--- src/rtl/cursor_render_if.sv ---
// cursor_render_if: frame-control, pixel-stream and hit-result signals between the position logic, the renderer and the colour mux.
interface cursor_render_if #(parameter int W = 10);
  logic         frame_start;
  logic [W-1:0] cur_x;
  logic [W-1:0] cur_y;
  logic         en;
  logic [1:0]   mode;
  logic         blink_en;
  logic         pix_valid;
  logic [W-1:0] pix_x;
  logic [W-1:0] pix_y;
  logic         out_valid;
  logic         hit;
  logic         hit_trail;
  modport master (
    output frame_start, cur_x, cur_y, en, mode, blink_en, pix_valid, pix_x, pix_y,
    input  out_valid, hit, hit_trail
  );
  modport slave (
    input  frame_start, cur_x, cur_y, en, mode, blink_en, pix_valid, pix_x, pix_y,
    output out_valid, hit, hit_trail
  );
endinterface

--- src/rtl/cursor_render.sv ---
// cursor_render: two-stage pipelined cursor glyph and slice-trail hit detector; clk/rst plus bus (frame controls and pixel in, out_valid/hit/hit_trail out).
module cursor_render #(
  parameter int W          = 10,
  parameter int HALF       = 8,
  parameter int THALF      = 4,
  parameter int TRAIL      = 4,
  parameter int BLINK_BITS = 5
) (
  input logic            clk,
  input logic            rst,
  cursor_render_if.slave bus
);
  localparam int CW = $clog2(TRAIL + 1);
  localparam logic [W:0] H  = (W + 1)'(HALF);
  localparam logic [W:0] HM = (W + 1)'(HALF - 1);
  localparam logic [W:0] TH = (W + 1)'(THALF);
  logic [W-1:0]          act_x, act_y;
  logic                  act_en, act_blink;
  logic [1:0]            act_mode;
  logic [W-1:0]          tx [TRAIL];
  logic [W-1:0]          ty [TRAIL];
  logic [CW-1:0]         trail_cnt;
  logic [BLINK_BITS-1:0] blink_cnt;
  logic                  vis;
  logic [W:0]            s1_dx, s1_dy;
  logic [W:0]            s1_tdx [TRAIL];
  logic [W:0]            s1_tdy [TRAIL];
  logic [TRAIL-1:0]      s1_tact;
  logic [1:0]            s1_mode;
  logic                  s1_vis, s1_valid;
  logic                  win, shape, hit_c, trail_c;
  function automatic logic [W:0] absd(input logic [W-1:0] a, input logic [W-1:0] b);
    return (a >= b) ? {1'b0, a - b} : {1'b0, b - a};
  endfunction
  assign vis = act_en & (~act_blink | ~blink_cnt[BLINK_BITS-1]);
  always_ff @(posedge clk) begin
    if (rst) begin
      act_x     <= '0;
      act_y     <= '0;
      act_en    <= 1'b0;
      act_mode  <= '0;
      act_blink <= 1'b0;
      trail_cnt <= '0;
      blink_cnt <= '0;
      for (int k = 0; k < TRAIL; k++) begin
        tx[k] <= '0;
        ty[k] <= '0;
      end
    end else if (bus.frame_start) begin
      act_x     <= bus.cur_x;
      act_y     <= bus.cur_y;
      act_en    <= bus.en;
      act_mode  <= bus.mode;
      act_blink <= bus.blink_en;
      tx[0]     <= act_x;
      ty[0]     <= act_y;
      for (int k = 1; k < TRAIL; k++) begin
        tx[k] <= tx[k-1];
        ty[k] <= ty[k-1];
      end
      // a disabled frame breaks the trail so no stroke spans the gap
      trail_cnt <= !act_en ? '0 : (trail_cnt == CW'(TRAIL)) ? trail_cnt : trail_cnt + 1'b1;
      blink_cnt <= blink_cnt + 1'b1;
    end
  end
  // mode, visibility and trail occupancy travel with dx/dy so a frame_start cannot split a pixel's view
  always_ff @(posedge clk) begin
    if (rst) begin
      s1_valid <= 1'b0;
      s1_dx    <= '0;
      s1_dy    <= '0;
      s1_mode  <= '0;
      s1_vis   <= 1'b0;
      s1_tact  <= '0;
      for (int k = 0; k < TRAIL; k++) begin
        s1_tdx[k] <= '0;
        s1_tdy[k] <= '0;
      end
    end else begin
      s1_valid <= bus.pix_valid;
      s1_dx    <= absd(bus.pix_x, act_x);
      s1_dy    <= absd(bus.pix_y, act_y);
      s1_mode  <= act_mode;
      s1_vis   <= vis;
      for (int k = 0; k < TRAIL; k++) begin
        s1_tdx[k]  <= absd(bus.pix_x, tx[k]);
        s1_tdy[k]  <= absd(bus.pix_y, ty[k]);
        s1_tact[k] <= CW'(k) < trail_cnt;
      end
    end
  end
  always_comb begin
    win   = (s1_dx < H) && (s1_dy < H);
    shape = (s1_mode == 2'd0) ? (s1_dx == s1_dy) :
            (s1_mode == 2'd1) ? (s1_dx == '0 || s1_dy == '0) :
            (s1_mode == 2'd2) ? (s1_dx == HM || s1_dy == HM) :
                                (s1_dx == s1_dy || s1_dx == '0 || s1_dy == '0);
    hit_c   = s1_valid & s1_vis & win & shape;
    trail_c = 1'b0;
    for (int k = 0; k < TRAIL; k++)
      trail_c = trail_c | (s1_tact[k] && s1_tdx[k] < TH && s1_tdy[k] < TH && s1_tdx[k] == s1_tdy[k]);
  end
  always_ff @(posedge clk) begin
    if (rst) begin
      bus.out_valid <= 1'b0;
      bus.hit       <= 1'b0;
      bus.hit_trail <= 1'b0;
    end else begin
      bus.out_valid <= s1_valid;
      bus.hit       <= hit_c;
      bus.hit_trail <= s1_valid & trail_c & ~hit_c;
    end
  end
endmodule

--- src/flat_wrapper.sv ---
// flat-port wrapper written by rule: the top's interface ports become plain ports
module cursor_render_flat 
#(
  parameter int W          = 10,
  parameter int HALF       = 8,
  parameter int THALF      = 4,
  parameter int TRAIL      = 4,
  parameter int BLINK_BITS = 5
)
  (clk, rst, bus_frame_start, bus_cur_x, bus_cur_y, bus_en, bus_mode, bus_blink_en, bus_pix_valid, bus_pix_x, bus_pix_y, bus_out_valid, bus_hit, bus_hit_trail);
  cursor_render_if #(.W(W)) bus_i ();
  input logic clk;
  input logic rst;
  input wire logic [$bits(bus_i.frame_start)-1:0] bus_frame_start;
  input wire logic [$bits(bus_i.cur_x)-1:0] bus_cur_x;
  input wire logic [$bits(bus_i.cur_y)-1:0] bus_cur_y;
  input wire logic [$bits(bus_i.en)-1:0] bus_en;
  input wire logic [$bits(bus_i.mode)-1:0] bus_mode;
  input wire logic [$bits(bus_i.blink_en)-1:0] bus_blink_en;
  input wire logic [$bits(bus_i.pix_valid)-1:0] bus_pix_valid;
  input wire logic [$bits(bus_i.pix_x)-1:0] bus_pix_x;
  input wire logic [$bits(bus_i.pix_y)-1:0] bus_pix_y;
  output wire logic [$bits(bus_i.out_valid)-1:0] bus_out_valid;
  output wire logic [$bits(bus_i.hit)-1:0] bus_hit;
  output wire logic [$bits(bus_i.hit_trail)-1:0] bus_hit_trail;
  assign bus_i.frame_start = bus_frame_start;
  assign bus_i.cur_x = bus_cur_x;
  assign bus_i.cur_y = bus_cur_y;
  assign bus_i.en = bus_en;
  assign bus_i.mode = bus_mode;
  assign bus_i.blink_en = bus_blink_en;
  assign bus_i.pix_valid = bus_pix_valid;
  assign bus_i.pix_x = bus_pix_x;
  assign bus_i.pix_y = bus_pix_y;
  assign bus_out_valid = bus_i.out_valid;
  assign bus_hit = bus_i.hit;
  assign bus_hit_trail = bus_i.hit_trail;
  cursor_render #(.W(W), .HALF(HALF), .THALF(THALF), .TRAIL(TRAIL), .BLINK_BITS(BLINK_BITS)) u_core (.clk(clk), .rst(rst), .bus(bus_i));
endmodule
--- config.mk ---
export PLATFORM = sky130hd
export DESIGN_NAME = cursor_render_flat
export DESIGN_NICKNAME = d
export VERILOG_FILES = /design/src/rtl/cursor_render_if.sv /design/src/rtl/cursor_render.sv /design/src/flat_wrapper.sv
export SDC_FILE = /design/constraint.sdc
export NUM_CORES = 1
export LEC_CHECK = 0
export ABC_AREA = 1
export BUFFER_PORTS_ARGS = -buffer_cell sky130_fd_sc_hd__buf_2
export CAP_MARGIN = 20
export CORE_ASPECT_RATIO = 0.5
export CORE_MARGIN = 5
export CORE_UTILIZATION = 50
export DETAILED_ROUTE_END_ITERATION = 10
export PLACE_DENSITY = 0.66
export SYNTH_ARGS = -nofsm -noshare
export SYNTH_HDL_FRONTEND = slang
export SYNTH_SLANG_ARGS = --single-unit
--- constraint.sdc ---
create_clock -name clk -period 4.9 [get_ports clk]
set_input_delay 0.735 -clock clk [delete_from_list [all_inputs] [get_ports clk]]
set_output_delay 0.735 -clock clk [all_outputs]
set_load 0.03 [all_outputs]
# [Word-level counts from Yosys, hierarchy flattened]
# Memories as Yosys holds them, arrays and structs flattened.
# Index checks and enable logic that the tools add are counted.
[totals] regBits=65 ram_bits=160 in_bits=48 output_inout_bits=3 wordCells=164 mem_count=4
[mem_list] name="u_core.s1_tdx" depth=4 width=10 rd=4 rd_clocked_by_memory_dff=0 wr=4 line="cursor_render.sv:26" rtl="logic [W:0] s1_tdx [TRAIL];"
[mem_list] name="u_core.s1_tdy" depth=4 width=10 rd=4 rd_clocked_by_memory_dff=0 wr=4 line="cursor_render.sv:27" rtl="logic [W:0] s1_tdy [TRAIL];"
[mem_list] name="u_core.tx" depth=4 width=10 rd=4 rd_clocked_by_memory_dff=0 wr=4 line="cursor_render.sv:20" rtl="logic [W-1:0] tx [TRAIL];"
[mem_list] name="u_core.ty" depth=4 width=10 rd=4 rd_clocked_by_memory_dff=0 wr=4 line="cursor_render.sv:21" rtl="logic [W-1:0] ty [TRAIL];"
[classes] add_sub_neg=22 magnitude_cmp=24 n_eq_ne=11 mux=37 n_bitwise=29 n_reduce_logical=21
[ops] cell="$mux 10" n=26
[ops] cell="$sub 10x10->10" n=20
[ops] cell="$ge 10x10->1" n=10
[ops] cell="$lt 11x3->1 const B" n=8
[ops] cell="$eq 11x11->1" n=5
[ops] cell="$eq 11x3->1 const B" n=2
[ops] cell="$logic_not 11->1" n=2
[ops] cell="$lt 11x4->1 const B" n=2
[ops] cell="$or 1x1->1" n=20
[ops] cell="$logic_and 1x1->1" n=13
[ops] cell="$mux 1" n=9
[ops] cell="$and 1x1->1" n=6
[ops] cell="$lt 1x3->1 const A" n=2
[ops] cell="$lt 2x3->1 const A" n=2
[ops] cell="$mux 3" n=2
[ops] cell="$add 5x1->5 const B" n=1
[ops] cell="$logic_or 1x1->1" n=4
[ops] cell="$add 3x1->3 const B" n=1
[ops] cell="$eq 3x3->1 const B" n=1
[ops] cell="$not 1->1" n=3
[ops] cell="$eq 2x1->1 const B" n=1
[ops] cell="$eq 2x2->1 const B" n=1
[ops] cell="$logic_not 2->1" n=1
[ops] cell="$ne 2x2->1 const B" n=1
[ops] cell="$reduce_and 2->1" n=1

# [Depth between registers and ports, before layout]
# Gate-level depths: netlist of the first run.
# An unclocked memory read counts as a cell.
[depth] word_depth=10 depth_mapped=15 depth_no_buf=14

# [Worst setup path after synthesis of the first run]
# No wires, ideal clock.
[synth_path] kind="in2reg" from="input bus_frame_start" to="memory u_core.tx[0][0], enable pin" arrival_ns=3.245 required_time_ns=4.427 path_slack_ns=1.182 path_stages=3 path_buffers=1 cell_sequence="inv_1 nand2_1 clkbuf_1"
[synth_lines] item="start: declaration" line="flat_wrapper.sv:14" rtl="input wire logic [$bits(bus_i.frame_start)-1:0] bus_frame_start;"
[synth_lines] item="end: declaration" line="cursor_render.sv:20"

==> key figures, run 1 <==
Status
  – Status: finished clean

Setup path
  – Reg2reg path depth: 9
  – Crit Reg-Reg Endpoint: u_core.s1_tdy[1][6]$_SDFF_PP0_
  – Setup crit end kind: flop
  – Critical path class: primary input to flop
  – RR Startpoint: u_core.ty[1][0]$_SDFFCE_PN0P_
  – Arrival @ worst endpoint: 3090 ps
  – Crit Path Max Fanout: 11
  – R2R Setup Slk: around 2600 ps
  – Crit start category: primary input
  – Critical Path RT: about 5300 ps

Synthesis
  – EDFF count, synth: 80
  – Asr flop ratio synth: 0%
  – Synth cell types: 43
  – Synth Warn #: 0
  – Post-Synthesis Cells: around 2.4k
  – Main synth FF type: dfxtp_1
  – Synthesized area per cell: just over 7 sq um
  – Mapped Nets: about 2.7k
  – Register bit count reported by yosys: about 220
  – Netlist Area Pre-Place: about 18000 sq um
  – Sequential share of the synthesized area: about 30%

Routing
  – Via count: 15.36k
  – WL per Instance: ~17 um
  – 1st-pass router iterations: 6
  – Routed WL: 49.04 mm
  – Remaining DRCs: 0
  – Iteration-0 DRC Markers: between 1k and 1.5k
  – Post-route ant nets: 0
  – Avg Vias per Cell: between 5 and 6

Timing
  – Fmax: around 0.38 GHz
  – Final Cycle Share: a little over half
  – Fin Clk Skew: 11.37 ps
  – Final setup viols: 0
  – Final hold viol count: 0
  – RSZ-0062 raised after global routing: no
  – Minimum clock period: roughly 2700 ps
  – Worst-Margin Slew: 1013 ps
  – Setup_tns: 0 ps
  – Pins Over Slew Limit: 0
  – Relative slew slack: 32.47%

Global route
  – Total gr overflow: 0
  – Vias in the first global route: roughly 14k
  – Largest net degree at the start of global routing: 73
  – GRT Total Usage: approximately 25%
  – Initial antenna violation count: 0
  – First-pass GRT wire length: 77.87 mm

Pwr
  – Flop pwr share: 38.5%
  – Power density of the placed cells: 310.3 nW/um^2
  – Peak supply drop: between 0.15 and 0.2 mV
  – Sw frac: between 30% and 40%
  – Combinational power share: 30.6%
  – Net Switching: around 2.1 mW
  – Overall power: 5.850 mW
  – P_int: between 3 and 4 mW
  – Clock Power Share: roughly 31%
  – P_leak: a little over 9 nW

Layout
  – Post-Layout Cell Count: 2935
  – Seq. cell area: about 5300 sq um
  – Multi-input combinational cell area: around 11000 sq um
  – Area Growth Syn to Fin: 6.685%
  – Filler cells: 3406
  – Ratio of cells with drive above 1 in the final layout: around 7.7%
  – Final core utilization: between 50% and 60%
  – Post-route cell area: around 19000 sq um
  – Post-layout net count: around 2.7k
  – ANT cells: 0

Clocking
  – CTS Buffer Depth: 3
  – Clk_lat worst skew: roughly 530 ps
  – CTS HTree Levels: 1
  – CTS sink count: approximately 220
  – Inserted Clock Buffers: 23
  – # hold bufs at CTS: 0
  – Clock Tree Root: clkbuf_16
  – CTS-repair resized insts: 0
  – CTS tree: yes
  – Post-CTS Setup Bufs: 0
  – CTS clk-pin slew, worst paths: ~70 ps

Floorplan
  – Starting density of the core: around 51%
  – DIE HEIGHT: between 100 and 150 um
  – Core area: 34650 sq um
  – Die W: 275.8 um
  – IO Pins: 51
  – FP Rows: 48
  – Die Area: 39420 sq um

Placement
  – I/O Buffers: 50
  – Placer Congestion: just under 1
  – Detailed placement HPWL: between 30 and 40 mm
  – Placed Area: 18080 sq um
  – Placed insts: between 2k and 3k

Worst hold path
  – Cells on Worst Hold Path: 3
  – Min-Delay Path Class: primary input to flop
  – HP Start: bus_pix_valid
  – Hold Path Sink: u_core.s1_valid$_SDFF_PP0_

Run
  – Max-cap viol count: 0
-- synth_stat cells (11+ instances only) --
cell type / n / area share, %
ha_1: 193 / 14
buf_4: 28 / 1.2
clkbuf_1: 23 / 0.49
o21ai_1: 24 / 0.68
fa_1: 20 / 2.3
nor3_1: 17 / 0.48
o21bai_1: 13 / 0.55
o21a_1: 17 / 0.72
nor2_2: 11 / 0.39
a21oi_1: 219 / 6.2
inv_1: 320 / 6.8
nand4_1: 27 / 0.96
edfxtp_1: 80 / 14
nor2_1: 250 / 5.3
dfxtp_1: 143 / 16
nand3_1: 101 / 2.9
xor2_1: 77 / 3.8
nand3b_1: 13 / 0.55
o21ai_0: 59 / 1.7
nand2_1: 612 / 13
nand2_4: 14 / 0.89
nand2_2: 33 / 1.2
xnor2_1: 42 / 2.1
buf_2: 21 / 0.59
-- power by group through the flow --
stage          sequential [mW]  clock (mW)  combinational, mW
2_1_floorplan             2.22           0               1.37
3_3_place_gp              2.28           0               1.74
3_5_place_dp              2.28           0               1.75
4_1_cts                   2.24        1.84               1.76
5_1_grt                   2.27        1.91               2.01
6_report                  2.25        1.81               1.79
-- critical path, cell delays in order --
cell	delay [ps]
buf_2	320
inv_1	410
fa_1	580
o21ai_2	230
nand2_1	90
nand2_2	90
nand2_1	90
nand2_4	140
inv_4	80
nand2_2	50
nand2_1	40
a21oi_1	220
-- stage by stage --
| stage | hold slack (ps) | setup WS, ps |
|---|---|---|
| finish | 409.3 | 2250 |
| CTS | 391.6 | 2229 |
| detailed placement | 420.8 | 1670 |
| floorplan | 404.6 | 1182 |
| global placement | 422.0 | 1677 |
| global route | 398.7 | 1993 |
-- metal layers --
layer  GRT usage (%)  up-vias  wire, um
li1                -     7797         -
met1           38.06     6976     24760
met2           35.93      518     19430
met3           4.869       69      3930
met4           4.358        0       923
met5               0        -         0
-- registers in the layout, summed over array words and instances, names as in the netlist, 2 cells and up --
| name | count |
|---|---|
| u_core.s1_tdx | 40 |
| u_core.s1_tdy | 40 |
| u_core.tx | 40 |
| u_core.ty | 40 |
| u_core.act_x | 10 |
| u_core.act_y | 10 |
| u_core.s1_dx | 10 |
| u_core.s1_dy | 10 |
| u_core.blink_cnt | 5 |
| u_core.s1_tact | 4 |
| u_core.trail_cnt | 3 |
| u_core.act_mode | 2 |
| u_core.s1_mode | 2 |
-- worst max path at each step --
stage / to / slack (ps) / startpoint / cells after the start
final: u_core.s1_tdy[2][1]$_SDFF_PP0_ / 2250 / bus_pix_y[1] / 12
after global routing: u_core.s1_tdy[2][1]$_SDFF_PP0_ / 1990 / bus_pix_y[1] / 12
after CTS: u_core.ty[3][4]$_SDFFCE_PN0P_ / 2230 / rst / 4
after detailed placement: u_core.ty[2][8]$_SDFFCE_PN0P_ / 1670 / rst / 4
after global placement: u_core.ty[3][8]$_SDFFCE_PN0P_ / 1680 / rst / 4
after floorplan: u_core.tx[0][0]$_SDFFCE_PN0P_ / 1180 / bus_frame_start / 3
-- cell families after synthesis --
| group | after synthesis | synth area share [%] |
|---|---|---|
| xor+xnor | 119 | 5.899 |
| compound gates | 378 | 11.81 |
| simple gates | 1099 | 26.64 |
| flops | 223 | 29.80 |
| buf+inv | 414 | 9.914 |
| fa+ha+maj | 213 | 15.93 |
-- layout by cell type, fill, tap and decap left out, drive strengths merged, types with 17 or more instances in the layout --
cell type,Yosys,layout
inv,331,334
buf,55,56
nand2,659,659
nor3,18,18
a21oi,223,223
xnor2,42,42
fa,20,20
nand3,109,109
o21a,17,17
ha,193,193
clkbuf,28,32
o21ai,87,87
xor2,77,77
nor2,264,264
edfxtp,80,80
dfxtp,143,143
nand4,27,27
-- layout make-up --
| type | count | share of cell area [%] |
|---|---|---|
| clock buffers | 32 | 3.611 |
| multi-input cells | 1809 | 56.56 |
| flip-flops and latches | 223 | 27.93 |
| repair buffers | 56 | 1.580 |
| clock inverters | 9 | 0.4514 |
| well taps | 475 | 3.153 |
| inverters | 331 | 6.711 |
(Power assumes the default switching activity.)
==> inputs of run 2 (changes only) <==
Settings changed: PLACE_DENSITY 0.66 to 0.69.
Clock period 4.9 ns to 2.2 ns, I/O delays scaled along.
==> key figures, run 2 (synthesis results as in run 1) <==
Pwr
  – Sw frac: a little over a third
  – Power density of the placed cells: roughly 680 nW/um^2
  – Flop pwr share: roughly 36%
  – P_leak: approximately 10 nW
  – Combinational power share: around a third
  – Net Switching: between 4 and 5 mW
  – Peak supply drop: around 0.50 mV
  – P_int: a little under 9 mW
  – Clock Power Share: 30.8%

Floorplan
  – Die Area: about 39000 sq um
  – FP Rows: between 40 and 50
  – Starting density of the core: 50.99%
  – IO Pins: 51
  – DIE HEIGHT: between 100 and 150 um
  – Die W: about 280 um
  – Core area: about 35000 sq um

Timing
  – Minimum clock period: between 2000 and 2500 ps
  – Relative slew slack: between 60% and 70%
  – Fmax: 0.4862 GHz
  – RSZ-0062 raised after global routing: no
  – Pins Over Slew Limit: 0
  – Hold Worst Slack: around 24 ps
  – Worst-Margin Slew: about 460 ps
  – Final setup viols: 0
  – Fin Clk Skew: slightly below 20 ps
  – Final hold viol count: 0
  – Final Cycle Share: a little over 90%

Global route
  – First-pass GRT wire length: approximately 82 mm
  – Largest net degree at the start of global routing: 94
  – Initial antenna violation count: 0
  – GRT Total Usage: between 20% and 30%
  – Vias in the first global route: 14.96k
  – Total gr overflow: 0

Setup path
  – Crit start category: flop
  – CP most frequent cell: a21oi_1
  – Setup crit end kind: flop
  – Crit Path Max Fanout: 9
  – Critical Path RT: approximately 2700 ps
  – Slowest-stage cell, CP: edfxtp_1
  – Max incr delay on CP: roughly 380 ps
  – Arrival @ worst endpoint: around 2500 ps
  – Critical path class: flop to flop
  – CP Cell Sequence: inv_1, ha_1, a21oi_1, o21ai_0, a21oi_1, nand2_4, inv_4, nand2_1, a21oi_1

Run
  – Max-cap viol count: 0

Layout
  – Commonest non-fill, non-tap cell in the layout: nand2_1
  – Filler cells: about 3.3k
  – Ratio of cells with drive above 1 in the final layout: around 15%
  – Final core utilization: about 59%
  – Multi-input combinational cell area: ~11000 sq um
  – ANT cells: 0
  – Seq. cell area: around 5300 sq um
  – Area Growth Syn to Fin: 15.95%
  – Post-layout net count: between 2k and 3k
  – Most frequent cells in the layout: nand2_1 (610), inv_1 (319), nor2_1 (250)

Clocking
  – CTS clk-pin slew, worst paths: approximately 70 ps
  – Clock Tree Root: clkbuf_16
  – Post-CTS Setup Bufs: 0
  – CTS tree: yes
  – CTS HTree Levels: 1
  – Inserted Clock Buffers: 24
  – Clk_lat worst skew: between 500 and 600 ps
  – CTS sink count: around 220
  – CTS Buffer Depth: 3

Routing
  – 1st-pass router iterations: 6
  – Remaining DRCs: 0
  – Iteration-0 DRC Markers: 1465
  – WL per Instance: 16.45 um
  – Post-route ant nets: 0
  – Routed WL: 51.52 mm
  – Via count: 16.09k
  – Avg Vias per Cell: a little over 5

Placement
  – I/O Buffers: 50
  – Placer Congestion: 0.9515
  – Detailed placement HPWL: 40.00 mm

Worst hold path
  – Min-Delay Path Class: primary input to flop

Status
  – Status: finished clean
[run 2: per-stage QoR]
step,setup TNS [ps],worst slack [ps],cells,power [mW],area [sq um]
floorplan,0,143.8,2446,7.993,17670
global placement,-1090,-143.3,3087,9.520,19640
detailed placement,-834.7,-111.6,3087,9.536,19640
CTS,0,104.8,3132,13.81,20470
global route,0,1.518,3132,14.65,20490
finish,0,143.1,3132,13.84,20490
[run 2: timing repair]
action	CTS	global route
endpoints found under the hold margin	1	0
hold buffers	1	0
endpoints found under the setup margin	0	4
gates resized for setup	0	4
[run 2: worst paths after layout]
path	slack (ps)	to	from	cells after the start
max	140	u_core.s1_tdy[2][5]$_SDFF_PP0_	u_core.ty[2][9]$_SDFFCE_PN0P_	9
min	20	u_core.act_x[5]$_SDFFE_PP0P_	bus_cur_x[5]	3
max reg2reg	140	u_core.s1_tdy[2][5]$_SDFF_PP0_	u_core.ty[2][9]$_SDFFCE_PN0P_	9
min reg2reg	430	u_core.s1_mode[1]$_SDFF_PP0_	u_core.act_mode[1]$_SDFFE_PP0P_	2
[run 2: cell type report]
class | count | share of cell area [%]
clock buffers | 32 | 3.591
clock inverters | 12 | 0.4153
inverters | 331 | 6.174
multi-input cells | 1809 | 52.11
flip-flops and latches | 223 | 25.70
well taps | 475 | 2.901
repair buffers | 250 | 9.112
[run 2: critical path, delay by kind of cell (launching register included)]
family                     cells  cell delay [ps]
buffers and inverters          2              230
adders and majority gates      1              320
AOI/OAI and AO/OA              4              860
DFF                            1              380
and+or+nand+nor                2              190
[run 2: power by group through the flow]
stage / combinational, mW / sequential (mW) / clock (mW)
6_report: 4.55 / 5.03 / 4.26
5_1_grt: 5.09 / 5.06 / 4.50
4_1_cts: 4.48 / 5.01 / 4.31
3_5_place_dp: 4.44 / 5.09 / 0
3_3_place_gp: 4.42 / 5.10 / 0
2_1_floorplan: 3.05 / 4.94 / 0
[run 2: layer usage]
metal | GRT usage [%] | share of wire [%] | wire length [um] | vias up
li1 | - | - | - | 8212
met3 | 3.442 | 7.2 | 3731 | 57
met1 | 40.71 | 50 | 25960 | 7310
met2 | 38.83 | 41 | 21020 | 513
met5 | 0 | 0 | 0 | -
met4 | 4.201 | 1.6 | 805 | 0
